$ cat config.mk
export PLATFORM = sky130hd
export DESIGN_NAME = keypad_bcd_encoder_flat
export DESIGN_NICKNAME = d
export VERILOG_FILES = /design/src/rtl/keypad_bcd_encoder_if.sv /design/src/rtl/keypad_bcd_encoder.sv /design/src/flat_wrapper.sv
export SDC_FILE = /design/constraint.sdc
export NUM_CORES = 1
export LEC_CHECK = 0
export CAP_MARGIN = 20
export CORE_MARGIN = 2
export CORE_UTILIZATION = 52
export DETAILED_ROUTE_END_ITERATION = 16
export PLACE_DENSITY = 0.83
export SYNTH_ARGS = -nofsm -noshare
export SYNTH_HDL_FRONTEND = slang
export SYNTH_SLANG_ARGS = --single-unit
$ cat constraint.sdc
create_clock -name clk -period 2.6 [get_ports clk]
set_input_delay 0.65 -clock clk [delete_from_list [all_inputs] [get_ports clk]]
set_output_delay 0.65 -clock clk [all_outputs]
set_load 0.005 [all_outputs]
$ cat src/rtl/keypad_bcd_encoder_if.sv
// Keypad-to-BCD link: raw key lines toward the encoder, encoded digit and status back.
// master drives key_in; slave is the encoder side.
interface keypad_bcd_encoder_if;
  logic [8:0] key_in;
  logic [3:0] bcd_out;
  logic       key_valid;
  logic       key_held;
  logic       multi_err;

  modport master (
    output key_in,
    input  bcd_out,
    input  key_valid,
    input  key_held,
    input  multi_err
  );

  modport slave (
    input  key_in,
    output bcd_out,
    output key_valid,
    output key_held,
    output multi_err
  );
endinterface

$ cat src/rtl/keypad_bcd_encoder.sv
// Synchronises, debounces and priority-encodes nine one-hot key lines into a BCD digit.
// Optional MULTI_KEY_ERR_EN rejects multi-key presses with a multi_err pulse instead.
module keypad_bcd_encoder #(
  parameter int unsigned DEBOUNCE_CYCLES = 4,
  parameter int unsigned SYNC_STAGES     = 2
) (
  input  logic                  clk,
  input  logic                  rst,
  keypad_bcd_encoder_if.slave   kp
);

  localparam int unsigned CntW = $clog2(DEBOUNCE_CYCLES + 1);
  localparam logic [CntW-1:0] CntMax = CntW'(DEBOUNCE_CYCLES);

  typedef enum logic [1:0] {
    StIdle,
    StDebounce,
    StPressed,
    StRelease
  } state_e;

  state_e          r_state, w_state_d;
  logic [8:0]      r_sync [SYNC_STAGES];
  logic [8:0]      w_ks;
  logic [8:0]      r_snap, w_snap_d;
  logic [CntW-1:0] r_cnt, w_cnt_d, w_cnt_inc;
  logic [3:0]      r_bcd, w_bcd_d;
  logic            r_valid, w_valid_d;
  logic            r_held, w_held_d;
  logic            w_reject;
`ifdef MULTI_KEY_ERR_EN
  logic            r_merr, w_merr_d;
`endif

  function automatic logic [3:0] encode(input logic [8:0] v);
    logic [3:0] code;
    code = 4'd0;
    for (int i = 0; i < 9; i++) begin
      if (v[i]) code = 4'(i + 1);
    end
    return code;
  endfunction

  always_ff @(posedge clk) begin
    if (rst) begin
      for (int i = 0; i < int'(SYNC_STAGES); i++) r_sync[i] <= '0;
    end else begin
      r_sync[0] <= kp.key_in;
      for (int i = 1; i < int'(SYNC_STAGES); i++) r_sync[i] <= r_sync[i-1];
    end
  end

  assign w_ks      = r_sync[SYNC_STAGES-1];
  assign w_cnt_inc = r_cnt + 1'b1;

  // More than one bit set iff clearing the lowest set bit leaves something.
`ifdef MULTI_KEY_ERR_EN
  assign w_reject = |(r_snap & (r_snap - 9'd1));
`else
  assign w_reject = 1'b0;
`endif

  always_comb begin
    w_state_d = r_state;
    w_snap_d  = r_snap;
    w_cnt_d   = r_cnt;
    w_bcd_d   = r_bcd;
    w_valid_d = 1'b0;
    w_held_d  = r_held;
`ifdef MULTI_KEY_ERR_EN
    w_merr_d  = 1'b0;
`endif
    unique case (r_state)
      StIdle: begin
        if (w_ks != '0) begin
          w_snap_d  = w_ks;
          w_cnt_d   = CntW'(1);
          w_state_d = StDebounce;
        end
      end
      StDebounce: begin
        if (w_ks == '0) begin
          w_state_d = StIdle;
        end else if (w_ks != r_snap) begin
          w_snap_d = w_ks;
          w_cnt_d  = CntW'(1);
        end else if (r_cnt != CntMax) begin
          w_cnt_d = w_cnt_inc;
        end else if (w_reject) begin
`ifdef MULTI_KEY_ERR_EN
          w_merr_d  = 1'b1;
`endif
          w_cnt_d   = '0;
          w_state_d = StRelease;
        end else begin
          w_bcd_d   = encode(r_snap);
          w_valid_d = 1'b1;
          w_held_d  = 1'b1;
          w_state_d = StPressed;
        end
      end
      StPressed: begin
        if (w_ks != r_snap) begin
          w_cnt_d   = '0;
          w_state_d = StRelease;
        end
      end
      StRelease: begin
        // Release completes on the edge where the count would reach its limit.
        if (w_ks != '0) begin
          w_cnt_d = '0;
        end else if (w_cnt_inc == CntMax) begin
          w_cnt_d   = w_cnt_inc;
          w_held_d  = 1'b0;
          w_state_d = StIdle;
        end else begin
          w_cnt_d = w_cnt_inc;
        end
      end
      default: w_state_d = StIdle;
    endcase
  end

  always_ff @(posedge clk) begin
    if (rst) begin
      r_state <= StIdle;
      r_snap  <= '0;
      r_cnt   <= '0;
      r_bcd   <= 4'd0;
      r_valid <= 1'b0;
      r_held  <= 1'b0;
    end else begin
      r_state <= w_state_d;
      r_snap  <= w_snap_d;
      r_cnt   <= w_cnt_d;
      r_bcd   <= w_bcd_d;
      r_valid <= w_valid_d;
      r_held  <= w_held_d;
    end
  end

`ifdef MULTI_KEY_ERR_EN
  always_ff @(posedge clk) begin
    if (rst) r_merr <= 1'b0;
    else     r_merr <= w_merr_d;
  end
  assign kp.multi_err = r_merr;
`else
  assign kp.multi_err = 1'b0;
`endif

  assign kp.bcd_out   = r_bcd;
  assign kp.key_valid = r_valid;
  assign kp.key_held  = r_held;

endmodule

$ cat src/flat_wrapper.sv
// flat-port wrapper written by rule: the top's interface ports become plain ports
module keypad_bcd_encoder_flat 
#(
  parameter int unsigned DEBOUNCE_CYCLES = 4,
  parameter int unsigned SYNC_STAGES     = 2
)
  (clk, rst, kp_key_in, kp_bcd_out, kp_key_valid, kp_key_held, kp_multi_err);
  keypad_bcd_encoder_if kp_i ();
  input  logic clk;
  input  logic rst;
  input wire logic [$bits(kp_i.key_in)-1:0] kp_key_in;
  output wire logic [$bits(kp_i.bcd_out)-1:0] kp_bcd_out;
  output wire logic [$bits(kp_i.key_valid)-1:0] kp_key_valid;
  output wire logic [$bits(kp_i.key_held)-1:0] kp_key_held;
  output wire logic [$bits(kp_i.multi_err)-1:0] kp_multi_err;
  assign kp_i.key_in = kp_key_in;
  assign kp_bcd_out = kp_i.bcd_out;
  assign kp_key_valid = kp_i.key_valid;
  assign kp_key_held = kp_i.key_held;
  assign kp_multi_err = kp_i.multi_err;
  keypad_bcd_encoder #(.DEBOUNCE_CYCLES(DEBOUNCE_CYCLES), .SYNC_STAGES(SYNC_STAGES)) u_core (.clk(clk), .rst(rst), .kp(kp_i));
endmodule
==> results.txt, run 1 <==
RSZ-0062 raised after global routing: no
Area Growth Syn to Fin: 15.8%
Switching Fraction: 0.227
Comb power frac: 0.113
gr usage total: 0.184
root buffer cell: clkbuf_4
Clock Skew: 8.07 ps
Post-synth EDFFs: 0
initial cell density of the core: 0.542
leakage power: 0.701 nW
num rows: 20
DRT Pass-1 Iters: 4
fin nets: 198
critical path's top delay family: simple AND/OR/NAND/NOR gates
cts repair resizes: 0
total congestion overflow: 0
P_sw: 287 µW
setup bufs post-CTS: 0
Yosys cell types: 39
required time of the critical path: 2830 ps
Detail Placement HPWL: 1910 µm
pre-CTS setup slack: 601 ps
Final Hold Viols: 0
Synth Net Count: 184
number of port buffers: 16
Main synth FF type: dfxtp_1
drt via density: 5.50
initial antenna violation count: 0
Skew-Pair Late Insertion Delay: 340 ps
Pwr per Cell Area: 671 nW/µm²
Final Cycle Share: 0.770
Core ar.: 3000 µm²
Cell Area, Placed: 1780 µm²
Crit Path Max Fanout: 9
Fin Hold WS: 441 ps
Startpoint Class: flip-flop
io pins: 18
CTS H-tree depth: 2
Peak VDD IR: 415 µV
mapped cell area: 1630 µm²
CP arrival: 2230 ps
CTS buffer count: 5
Seq/Total Area, Yosys: 0.468
Synth Warn #: 0
CP cell instances: xnor2_1 -> nand3_1 -> nor3_4 -> a211o_1 -> mux2i_1 -> nor2_1
largest net degree at the start of global routing: 27
Post-synth ARST share: 0
Int Pwr: 976 µW
CTS tree: done
slowest cell delay on critical path: 460 ps
CTS sink count: 38
final instance area: 1880 µm²
Slew Limit Fails: 0
Worst Path Buf+Inv: 0
Reg power frac: 0.495
synthesis-stage register bit count: 38
routed len/inst: 12.2 µm
fraction of layout cells with a size suffix above 1: 0.0757
die span in x: 59.9 µm
average size of a mapped cell: 9.57 µm²
total power: 1.26 mW
most common cell after layout, fill and taps aside: dfxtp_1
Setup WS post-layout: 599 ps
Vias: 1198
power share of the clock group: 0.392
crit path kind: flip-flop to flip-flop
Max Cap Viol: 0
Setup violations, final: 0
maximum clock path buffer count: 2
setup TNS: 0 ps
Final Critical Period: 2000 ps
ANT cells: 0
CP max-delay cell: a211o_1
most frequent cells in the layout: dfxtp_1 (38), nor2_1 (23), nor2b_1 (21)
first-pass GRT wire length: 4800 µm
vias in the first global route: 1102
CP Capture Type: flip-flop
Hold Buf Count CTS: 0
Die Y: 59.9 µm
final wirelength: 2650 µm
Worst-path clk slew: 120 ps
Hold WC Path Type: flip-flop to flip-flop
DIE AREA: 3590 µm²
outcome: completed
Final ANT Viol Nets: 0
1st-iter DRT viols: 24
Syn Inst Count: 170
GPL Wtd Cong: 0.879
# fillers: 258
f_max: 0.500 GHz
drt drc: 0
cells in the mapped netlist (all sizes together), types with 2 or more instances:
cell	number	area, µm²
dfxtp	38	761
nor2	23	86.3
nor2b	21	131
mux2i	10	100
xnor2	9	78.8
a21oi	6	30.0
buf	5	38.8
clkbuf	5	18.8
inv	5	18.8
nand2b	5	31.3
nor3	5	36.3
ha	3	37.5
nand2	3	11.3
nor4	3	18.8
o21ai	3	15.0
a211oi	2	25.0
a32oi	2	17.5
and4	2	17.5
nand3	2	10.0
nand4	2	12.5
worst register-to-register path: stages, from the launching register on:
cell	delay, ps
dfxtp_1	450
xnor2_1	140
nand3_1	180
nor3_4	360
a211o_1	460
mux2i_1	250
nor2_1	60
path summary, 6_finish.rpt:
path	start	slack, ps	end	cells after the start
worst max-delay path	u_core.r_snap[5]	600	u_core.r_snap[7]	6
worst min-delay path	u_core.r_sync[0][3]	440	u_core.r_sync[0][12]	1
worst max register to register	u_core.r_snap[5]	600	u_core.r_snap[7]	6
worst min register to register	u_core.r_sync[0][3]	440	u_core.r_sync[0][12]	1
metrics by stage:
stage               utilization  std cells
floorplan                     -        170
global placement          0.592        210
detailed placement        0.592        210
CTS                       0.628        218
global route              0.628        218
finish                    0.628        218
power by group through the flow:
stage | combinational (mW) | clock, mW | sequential (mW)
after global routing | 0.160 | 0.531 | 0.630
after floorplan | 0.119 | 0 | 0.631
after detailed placement | 0.142 | 0 | 0.638
after CTS | 0.144 | 0.508 | 0.625
after global placement | 0.138 | 0 | 0.637
final | 0.143 | 0.495 | 0.625
routing by layer:
metal / GRT usage / share of wire / wire length (µm) / vias to the layer above
met1: 0.215 / 0.44 / 1160 / 555
met4: 0.0952 / 0.012 / 31 / 0
met3: 0.0714 / 0.057 / 150 / 4
li1: - / - / - / 602
met2: 0.290 / 0.49 / 1310 / 37
met5: 0 / 0 / 0 / -
registers in the layout, summed over array words and instances, names as in the netlist, named ones only:
| register | flops |
|---|---|
| u_core.kp.bcd_out | 4 |
| u_core.kp.key_held | 1 |
| u_core.kp.key_valid | 1 |
| u_core.r_cnt | 3 |
| u_core.r_snap | 9 |
| u_core.r_state | 1 |
| u_core.r_sync | 18 |
cell type report:
cell class / instances / area [µm²] / area share
Inverter: 5 / 18.8 / 0.00996
Clock buffer: 5 / 37.5 / 0.0199
Sequential cell: 38 / 761 / 0.404
Tap cell: 33 / 41.3 / 0.0219
Multi-Input combinational cell: 117 / 790 / 0.419
Timing Repair Buffer: 17 / 168 / 0.0890
Clock inverter: 3 / 68.8 / 0.0365
cell families (layout without fill, tap and decap cells):
group                      count (synthesis)  count (layout)  share of synthesized area
xor gates and xnor gates                  10              10                     0.0538
AOI/OAI and AO/OA                         21              21                      0.100
DFF                                       38              38                      0.468
adders and majority gates                  3               3                     0.0231
and+or+nand+nor                           72              72                      0.245
buffers and inverters                     15              30                     0.0469
other                                      1               1                    0.00231
muxes                                     10              10                     0.0615
(Power assumes the default switching activity.)
==> inputs of run 2 (changes only) <==
Settings changed: CORE_UTILIZATION 52 to 49, PLACE_DENSITY 0.83 to 0.82.
Clock period 2.6 ns to 1.8 ns, I/O delays scaled along.
==> results.txt, run 2 (synthesized netlist as in run 1, its figures left out) <==
routed len/inst: 12.2 µm (+0.17%)
largest net degree at the start of global routing: 40 (+48%)
Cell Area, Placed: 1820 µm² (+2.3%)
Hold EP: u_core.r_sync[0][14]
Peak VDD IR: 715 µV (+72%)
CTS H-tree depth: 2 (unchanged)
CTS buffer count: 5 (unchanged)
CTS sink count: 38 (unchanged)
num rows: 20 (unchanged)
min-delay src: u_core.r_sync[0][5]
CTS tree: done
number of port buffers: 16 (unchanged)
setup bufs post-CTS: 0 (unchanged)
Vias: 1236 (+3.2%)
pre-CTS setup slack: 1.61 ps (-599 ps)
reg2reg setup slack: 110 ps (-490 ps)
initial antenna violation count: 0 (unchanged)
first-pass GRT wire length: 4730 µm (-1.4%)
maximum clock path buffer count: 2 (unchanged)
Max Cap Viol: 0 (unchanged)
Area Growth Syn to Fin: 20.5%
Crit Path Max Fanout: 6 (-3)
CP arrival: 1960 ps (-270 ps)
Skew-Pair Late Insertion Delay: 340 ps (about the same)
Die Y: 61.6 µm (+2.8%)
vias in the first global route: 1150 (+4.4%)
Largest register FFs: 18 (unchanged)
Reg with most FFs: u_core.r_sync
die span in x: 61.6 µm (+2.8%)
Startpoint Class: flip-flop
drt drc: 0 (unchanged)
Hold Buf Count CTS: 0 (unchanged)
gr usage total: 0.170 (-0.0135)
leakage power: 0.728 nW (+3.9%)
CP Capture Type: flip-flop
reg-to-reg critical path startpoint: u_core.r_sync[0][9]
RSZ-0062 raised after global routing: yes
crit path kind: flip-flop to flip-flop
Final Hold Viols: 0 (unchanged)
outcome: completed
Final Util: 0.632 (+0.00436)
Fin Hold WS: 444 ps (+2.85 ps)
final wirelength: 2820 µm (+6.1%)
io pins: 18 (unchanged)
Core ar.: 3100 µm² (+3.3%)
Hold WC Path Type: flip-flop to flip-flop
initial cell density of the core: 0.524 (-0.0175)
r2r endpoint: u_core.r_cnt[2]
Pwr per Cell Area: 956 nW/µm² (+43%)
Final Critical Period: 1690 ps (-313 ps)
Setup WS post-layout: 112 ps (-487 ps)
Final ANT Viol Nets: 0 (unchanged)
Setup violations, final: 0 (unchanged)
Placed Cells: 223 (+6.2%)
root buffer cell: clkbuf_4
1st-iter DRT viols: 23 (-4.2%)
worst hold path cell count: 1 (unchanged)
most common cell after layout, fill and taps aside: dfxtp_1
fraction of layout cells with a size suffix above 1: 0.150 (+0.0741)
non-filler cells, final: 231 (+6.0%)
Detail Placement HPWL: 2000 µm (+5.1%)
Worst-path clk slew: 120 ps (about the same)
f_max: 0.592 GHz (+19%)
most frequent cells in the layout: dfxtp_1 (31), nor2_1 (23), nor2b_1 (21)
ANT cells: 0 (unchanged)
R2R depth: 6 (unchanged)
Slew Limit Fails: 0 (unchanged)
DIE AREA: 3800 µm² (+5.7%)
fin nets: 200 (+1.0%)
total congestion overflow: 0 (unchanged)
GPL Wtd Cong: 0.908 (+3.3%)
required time of the critical path: 2070 ps (-760 ps)
DRT Pass-1 Iters: 4 (unchanged)
final instance area: 1960 µm² (+4.1%)
Final Cycle Share: 0.938 (+0.168)
Clock Skew: 16.9 ps (+8.78 ps)
drt via density: 5.35 (-2.6%)
==> run 2: cell types whose count changed in the layout (fill, tap and decap cells not counted) <==
cell and change:
nand3_2 +1, and3_2 +1, clkbuf_8 +1, nor4_2 +2, buf_4 +1, and4_4 +1
and3_1 -1, dfxtp_2 +7, dfxtp_1 -7, buf_12 +1, and4_1 -1, nor4_1 -2
nand3_1 -1, clkinv_4 -1
==> run 2: worst max path at each step <==
stage                     depth (start not counted)  slack, ps                    to            startpoint
after floorplan                                   7        160  u_core.kp.bcd_out[0]      u_core.r_snap[4]
final                                             6        110       u_core.r_cnt[2]   u_core.r_sync[0][9]
after global placement                            6         80  u_core.kp.bcd_out[0]      u_core.r_snap[5]
after CTS                                         6         30  u_core.kp.bcd_out[0]      u_core.r_snap[3]
after global routing                              7        -20       u_core.r_cnt[1]  u_core.r_sync[0][15]
after detailed placement                          6          2  u_core.kp.bcd_out[0]      u_core.r_snap[4]
==> run 2: timing repair <==
action	4_1_cts	5_1_grt
cloned	0	0
gates resized for setup	1	12
endpoints found under the setup margin	2	16
hold endpoints to repair	0	0
==> run 2: final cells by class <==
cell class | count | area (µm²)
clock buffers | 6 | 51.3
clock inverters | 2 | 60.1
fillers | 276 | 1140
inverters | 5 | 18.8
multi-input cells | 117 | 811
flip-flops and latches | 38 | 769
well taps | 44 | 55.1
repair buffers | 19 | 195
==> run 2: per-layer routing <==
| metal | global-route usage | share of wire |
|---|---|---|
| met1 | 0.195 | 0.43 |
| met2 | 0.293 | 0.48 |
| met3 | 0.0588 | 0.059 |
| met4 | 0.0638 | 0.028 |
| met5 | 0 | 0 |
==> run 2: power breakdown <==
group	total [mW]	internal, mW	leakage, nW	switching (mW)
clock	0.738	0.471	0.0585	0.267
combinational	0.229	0.117	0.355	0.112
sequential	0.907	0.875	0.314	0.0324
==> run 2: stage by stage <==
stage / TNS (ps) / power, mW
3_3_place_gp: 0 / 1.13
3_5_place_dp: 0 / 1.14
2_1_floorplan: 0 / 1.08
4_1_cts: 0 / 1.87
6_report: 0 / 1.87
5_1_grt: -23.7 / 1.95
==> run 2: worst max-delay path, cell delays in order, from the launching register on <==
cell and delay (ps):
dfxtp_1 360, nor4_2 310, and3_2 290, nand2_1 100, o2bb2ai_1 240, nand4b_1 150, a21oi_1 160
